## src/rtl/tt_pwm_bank.sv

```systemverilog
// tt_pwm_bank: bank of CHANNELS PWM generators sharing one period counter.
//
// Ports:
//   clk      - single clock, all state on rising edge
//   rst      - asynchronous active-high reset
//   ena      - enable; while low, state holds, writes are ignored, uo_out=0
//   ui_in    - [7] write strobe (rising edge), [6] readback request,
//              [2:0] channel select
//   uio_in   - duty value, low WIDTH bits used
//   uo_out   - [CHANNELS-1:0] PWM outputs, upper bits 0
//   uio_out  - readback data (PWM_READBACK_EN builds only, else 0)
//   uio_oe   - uio drive enable (PWM_READBACK_EN builds only, else 0)
//
// Optional feature macro: PWM_READBACK_EN enables the registered duty readback.
//
// Duty writes land in a pending register and are copied to the active
// register at the period wrap, so a duty change never cuts a pulse short.
module tt_pwm_bank #(
  parameter int CHANNELS = 4,
  parameter int WIDTH    = 8,
  parameter int PRESCALE = 1
) (
  input  logic       clk,
  input  logic       rst,
  input  logic       ena,
  input  logic [7:0] ui_in,
  input  logic [7:0] uio_in,
  output logic [7:0] uo_out,
  output logic [7:0] uio_out,
  output logic [7:0] uio_oe
);

  localparam int PW = (PRESCALE > 1) ? $clog2(PRESCALE) : 1;
  localparam logic [PW-1:0]    PRE_MAX = PW'(PRESCALE - 1);
  localparam logic [WIDTH-1:0] CNT_MAX = '1;

  logic [PW-1:0]       pre;
  logic [WIDTH-1:0]    cnt;
  logic                strobe_q;
  logic [WIDTH-1:0]    pending [CHANNELS];
  logic [WIDTH-1:0]    active  [CHANNELS];
  logic [CHANNELS-1:0] pwm_q;

  logic                tick;
  logic                wrap;
  logic                write_fire;
  logic [CHANNELS-1:0] hit;
  logic [WIDTH-1:0]    wdata;
  logic                unused_inputs;

  assign tick       = (pre == PRE_MAX);
  assign wrap       = ena && tick && (cnt == CNT_MAX);
  assign write_fire = ena && ui_in[7] && !strobe_q;
  assign wdata      = uio_in[WIDTH-1:0];
  assign unused_inputs = ^{ui_in[6:3], uio_in};

  // A select value with no matching channel leaves hit all-zero, so
  // out-of-range writes change nothing.
  always_comb begin
    hit = '0;
    for (int unsigned i = 0; i < CHANNELS; i++) begin
      hit[i] = write_fire && (ui_in[2:0] == i[2:0]);
    end
  end

  always_ff @(posedge clk or posedge rst) begin
    if (rst) begin
      pre      <= '0;
      cnt      <= '0;
      strobe_q <= 1'b0;
      pwm_q    <= '0;
      for (int unsigned i = 0; i < CHANNELS; i++) begin
        pending[i] <= '0;
        active[i]  <= '0;
      end
    end else begin
      strobe_q <= ui_in[7];
      if (ena) begin
        pre <= tick ? '0 : pre + PW'(1);
        if (tick) begin
          cnt <= cnt + WIDTH'(1);
        end
      end
      for (int unsigned i = 0; i < CHANNELS; i++) begin
        pwm_q[i] <= ena && (cnt < active[i]);
        // A write coinciding with the wrap bypasses pending so the new
        // value starts with the period that begins now.
        if (hit[i]) begin
          pending[i] <= wdata;
          if (wrap) begin
            active[i] <= wdata;
          end
        end else if (wrap) begin
          active[i] <= pending[i];
        end
      end
    end
  end

  always_comb begin
    uo_out = '0;
    if (ena) begin
      uo_out[CHANNELS-1:0] = pwm_q;
    end
  end

`ifdef PWM_READBACK_EN
  logic [WIDTH-1:0] rd_sel;

  always_comb begin
    rd_sel = '0;
    for (int unsigned i = 0; i < CHANNELS; i++) begin
      if (ui_in[2:0] == i[2:0]) begin
        rd_sel = active[i];
      end
    end
  end

  always_ff @(posedge clk or posedge rst) begin
    if (rst) begin
      uio_out <= '0;
      uio_oe  <= '0;
    end else if (ena && ui_in[6]) begin
      uio_out <= 8'(rd_sel);
      uio_oe  <= '1;
    end else begin
      uio_out <= '0;
      uio_oe  <= '0;
    end
  end
`else
  assign uio_out = '0;
  assign uio_oe  = '0;
`endif

endmodule

```

## config.mk

```make
export PLATFORM = sky130hd
export DESIGN_NAME = tt_pwm_bank
export DESIGN_NICKNAME = d
export VERILOG_FILES = /design/src/rtl/tt_pwm_bank.sv
export SDC_FILE = /design/constraint.sdc
export NUM_CORES = 1
export LEC_CHECK = 0
export ABC_AREA = 1
export CAP_MARGIN = 0
export CORE_ASPECT_RATIO = 1.25
export CORE_MARGIN = 3
export CORE_UTILIZATION = 43
export DETAILED_ROUTE_END_ITERATION = 10
export PLACE_DENSITY = 0.69
export REMOVE_ABC_BUFFERS = 1
export SETUP_SLACK_MARGIN = 0.1
export SYNTH_ARGS = -nofsm -noshare
export SYNTH_HDL_FRONTEND = slang
export SYNTH_SLANG_ARGS = --single-unit
```

## constraint.sdc

```tcl
create_clock -name clk -period 2.89 [get_ports clk]
set_input_delay 0.578 -clock clk [delete_from_list [all_inputs] [get_ports clk]]
set_output_delay 0.578 -clock clk [all_outputs]
set_load 0.02 [all_outputs]
```

==> results.toml, run 1 <==
[critical_path]
crit_cells = 4
crit_path_top_delay_cell = "clkdlybuf4s50_1"
worstSetupEndpointType = "output pin"
cp.required_ns = 2.31
path_buf_inv = 3
start_kind = "input pin"
cp_top_family = "buffers and inverters"
cp.arrival_ns = 1.96
critical_path.most_common_cell = "clkdlybuf4s50_1"
crit_type = "input pin to output pin"
max_stage_delay_ns = 0.61
crit_path_cell_trace = "clkdlybuf4s50_1, nand2_1, inv_1, clkdlybuf4s50_1"
r2r-start = "cnt[1]"
cp-startpoint = "ena"
reg2reg_depth = 7
path_max_fanout = 5

[sta]
hold_viol = 0
period_share_pct = 87.78
drv_slew = 0
setup_viol = 0
rsz0062_at_grt = "false"
fin_hold_ws_ns = 0.4705
fin_ws_ns = 0.3531
skew_ns = 0.004475
period_minus_slack_ns = 2.537
setup_tns_ns = 0
slew_headroom_pct = 64.94
worstMarginPinSlew_ns = 0.5253
fmax_mhz = 394.2

[synth]
syn-instance-count = 525
synth_cell_types = 24
synth-warning-count = 0
netlist_area_mm2 = 0.004259
synth-seq-cells = 77
synth_top_area_share_pct = 45.24
yosysSeqAreaShare_pct = 45.24
syn_area_per_cell_um2 = 8.113
synth_top_cell_by_area = "dfrtp_1"
yosys-top-cells-area = "dfrtp_1 45%, nand2_1 15%, ha_1 8.5%"

[clock_tree]
cts_tree = "done"
cts_root_buffer = "clkbuf_16"
htree_num_levels = 3
cts.sinks = 77
cts_buffers = 9
clockBufferDepth = 2
post_cts_buffers = 0
clk_pin_slew_ns = 0.05
cts_resized = 0
clock_latency_ns = 0.33
ctsHoldBuffers = 0

[routing]
ant_nets = 0
drc_errors = 0
via_count = 3216
first_pass_iters = 6
drt_iter0_drc = 169
wl_per_cell_um = 12.76
vias_per_cell = 4.722
wl_um = 8691

[floorplanning]
coreArea_mm2 = 0.009659
fp.dieH_um = 117.3
ios = 43
start_util_pct = 44.09
num_rows = 40
die_w_um = 95.02
die_area_mm2 = 0.01114

[grt]
grt-ovfl-total = 0
grt_pass1_vias = 3178
grt_pass1_wl_um = 14480
antenna_found_initial = 0
grt_max_degree = 43
track_usage_pct = 17.06

[run_status]
status = "complete, no violations"

[hold_path]
worstHoldStart = "pending[4]"
hold_class = "register to register"
holdPathStages = 2

[placed_design]
port_buffers = 18
pre_cts_slack_ns = 0.3326
place_area_mm2 = 0.004516
place_congestion = 0.8414
dp_hpwl_um = 6192

[job]
cap_violations = 0

[cells_and_area]
drive_gt1_share_pct = 6.126
stdcell_area_mm2 = 0.004797
final_nets = 600
syn_to_final_growth_pct = 12.63
diodes = 0

[power]
p_per_area_mw_per_mm2 = 683.5
power.leakage_uw = 0.002658
vdd.ir_drop.worst_v = 0.0002419
layout make-up:
cell class | count | area, um^2
fillers | 917 | 4862
repair buffers | 27 | 260.3
clock inverters | 2 | 35.03
clock buffers | 12 | 246.5
inverters | 86 | 322.8
multi-input cells | 351 | 1848
well taps | 126 | 157.7
flip-flops and latches | 77 | 1927
synthesized netlist by cell type (all sizes together):
cell type and n:
nand3 62, a21oi 8, inv 86, ha 29, xor2 4, buf 30, nor2 16, nor3 3
dfrtp 77, nand2 177, conb 1, and2 24, nand4 6, o21bai 1, xnor2 1
per-stage QoR:
step	util [%]	std cells	power (uW)
detailed placement	46.75	667	2210
global placement	46.75	667	2161
floorplan	-	514	1956
CTS	49.66	681	3305
global route	49.66	681	3516
finish	49.66	681	3279
flip-flops by register name, indices dropped and copies added (netlist names):
register	flops
active	32
cnt	8
pending	32
pwm_q	4
strobe_q	1
worst min-delay path, cell delays in order, from the launching register on:
cell     delay [ns]
dfrtp_1        0.32
nand2_1        0.05
nand2_1        0.07
power by group:
| group | switching (uW) | total, uW | internal (uW) |
|---|---|---|---|
| Sequential | 164 | 1400 | 1240 |
| Combinational | 462 | 789 | 327 |
| Clock | 404 | 1090 | 681 |
| Total | 1030 | 3280 | 2250 |
final timing paths:
path | to | slack [ns]
setup / recovery | uo_out[1] | 0.35
hold / removal | pending[4] | 0.47
setup reg to reg | active[0] | 1.20
hold reg to reg | pending[4] | 0.47
max in group asynchronous | cnt[1] | 1.79
min in group asynchronous | cnt[6] | 0.49
layer usage:
metal  track usage (%)  vias to the layer above  wire length [um]
met5                 0                        -                 0
met4             9.721                        0               257
met3             3.197                       22               196
met2             29.92                       56              4592
met1             19.37                     1509              3646
li1                  -                     1629                 -
cell families after synthesis:
group                      share of synthesized area [%]
and+or+nand+nor                                    30.96
DFF                                                45.24
AOI/OAI and AO/OA                                  1.116
adders and majority gates                          8.519
other                                            0.08805
xor gates and xnor gates                           1.028
buffers and inverters                              13.04
cells in the final DEF (no fill, tap or decap), types with 4 or more instances in the layout:
cell and count:
nand2_1 174, inv_1 85, dfrtp_1 77, nand3_1 62, ha_1 29, and2_1 24
conb_1 20, clkdlybuf4s50_1 18, nor2_1 11, clkbuf_16 9, a21oi_1 8, buf_4 8
nand4_1 5, xor2_1 4
(Power assumes the default switching activity.)
==> run 2, diff against run 1 <==
- MAX_ROUTING_LAYER: default -> met4
==> run 2 against run 1 <==
Hold slack unchanged. Clock-buffer cell count unchanged. Clock skew about the same. Utilization unchanged. Clock power about the same. Sequential cell count unchanged. Register-to-register slack about the same. Critical path type unchanged. Critical endpoint unchanged.
==> results.toml, run 2 (synthesized netlist as in run 1, its figures left out) <==
[power]
switching_share_pct = 31.43
p_per_area_mw_per_mm2 = 683.6
internal_power_uw = 2249
power.leakage_uw = 0.002658
power_frac_comb_pct = 24.1
pwr-share-seq_pct = 42.8
finalPower_uw = 3279
vdd.ir_drop.worst_v = 0.0002424
p_switching_uw = 1031
p_clk_share_pct = 33.1

[cells_and_area]
stdcell_area_mm2 = 0.004797
postLayoutCoreUtil_pct = 49.66
num-fill-cells = 917
syn_to_final_growth_pct = 12.63
final_common_cell = "nand2_1"
ff_latch_area_mm2 = 0.001927
final_cell_mix = "174 x nand2_1, 85 x inv_1, 77 x dfrtp_1"
diodes = 0
drive_gt1_share_pct = 6.126
reg.largest.list = "active x32, pending x32, cnt x8"
multi_input_area_mm2 = 0.001848
final_nets = 600

[routing]
ant_nets = 0
drc_errors = 0
vias_per_cell = 4.730
drt_iter0_drc = 175
wl_per_cell_um = 12.77
via_count = 3221
first_pass_iters = 6
wl_um = 8693

[clock_tree]
post_cts_buffers = 0
htree_num_levels = 3
cts_tree = "done"
cts_buffers = 9
clk_pin_slew_ns = 0.05
ctsHoldBuffers = 0
cts_root_buffer = "clkbuf_16"
cts_resized = 0
clockBufferDepth = 2
clock_latency_ns = 0.33
cts.sinks = 77

[floorplanning]
coreArea_mm2 = 0.009659
start_util_pct = 44.09
die_w_um = 95.02
num_rows = 40
die_area_mm2 = 0.01114
ios = 43
fp.dieH_um = 117.3

[placed_design]
place_area_mm2 = 0.004516
dp_hpwl_um = 6192
port_buffers = 18
place_congestion = 0.8545

[sta]
period_minus_slack_ns = 2.537
slew_headroom_pct = 64.96
fmax_mhz = 394.2
drv_slew = 0
rsz0062_at_grt = "false"
fin_hold_ws_ns = 0.4705
setup_tns_ns = 0
skew_ns = 0.004471
setup_viol = 0
hold_viol = 0
worstMarginPinSlew_ns = 0.5251
period_share_pct = 87.78

[critical_path]
path_max_fanout = 5
critical_path.most_common_cell = "clkdlybuf4s50_1"
worstSetupEndpointType = "output pin"
crit_path_top_delay_cell = "clkdlybuf4s50_1"
start_kind = "input pin"
cp_top_family = "buffers and inverters"
crit_path_cell_trace = "clkdlybuf4s50_1, nand2_1, inv_1, clkdlybuf4s50_1"
max_stage_delay_ns = 0.61
crit_type = "input pin to output pin"
cp.arrival_ns = 1.96
cp.required_ns = 2.31
path_buf_inv = 3

[grt]
antenna_found_initial = 0
track_usage_pct = 17.57
grt-ovfl-total = 0
grt_pass1_wl_um = 14480
grt_pass1_vias = 3174
grt_max_degree = 43

[job]
cap_violations = 0

[run_status]
status = "complete, no violations"

[hold_path]
hold_class = "register to register"
[run 2: cell counts in the layout (fill, tap and decap cells not counted)]
No cell type changed its count.
[run 2: metal layers]
| metal | up-vias | GRT usage, % | share of wire (%) | wire length, um |
|---|---|---|---|---|
| met1 | 1509 | 19.37 | 42 | 3635 |
| met2 | 57 | 29.92 | 52 | 4558 |
| met5 | - | - | 0 | 0 |
| met4 | 0 | 9.721 | 3.4 | 295 |
| met3 | 26 | 3.197 | 2.3 | 203 |
| li1 | 1629 | - | - | - |
[run 2: power groups by stage]
stage	clock network (uW)	registers, uW	logic [uW]
global placement	0	1420	746
finish	1090	1400	789
global route	1160	1430	927
CTS	1100	1410	802
floorplan	0	1360	592
detailed placement	0	1420	787
[run 2: final cells by class]
type	count	share of cell area [%]
multi-input combinational	351	38.52
sequential	77	40.17
clock buffer	12	5.138
clock inverter	2	0.7303
tap	126	3.286
inverter	86	6.729
timing repair buffer	27	5.425
[run 2: worst register-to-register path, stage by stage, from the launching register on]
cell     delay (ns)
dfrtp_1        0.50
ha_1           0.23
nand2_1        0.10
nor2_2         0.21
nand4_2        0.10
buf_4          0.26
nand2_1        0.12
nand2_1        0.06
[run 2: final timing paths]
check	start	to	depth (start not counted)	slack [ns]
min in group asynchronous	rst	cnt[6]	2	0.49
max reg2reg	cnt[1]	active[0]	7	1.20
max in group asynchronous	rst	cnt[1]	3	1.79
max	ena	uo_out[1]	4	0.35
min reg2reg	pending[4]	pending[4]	2	0.47
min	pending[4]	pending[4]	2	0.47
[run 2: per-stage QoR]
| step | cells | worst slack [ns] |
|---|---|---|
| floorplan | 514 | 0.3453 |
| global placement | 667 | 0.3217 |
| detailed placement | 667 | 0.3326 |
| CTS | 681 | 0.3191 |
| global route | 681 | 0.2688 |
| finish | 681 | 0.3531 |
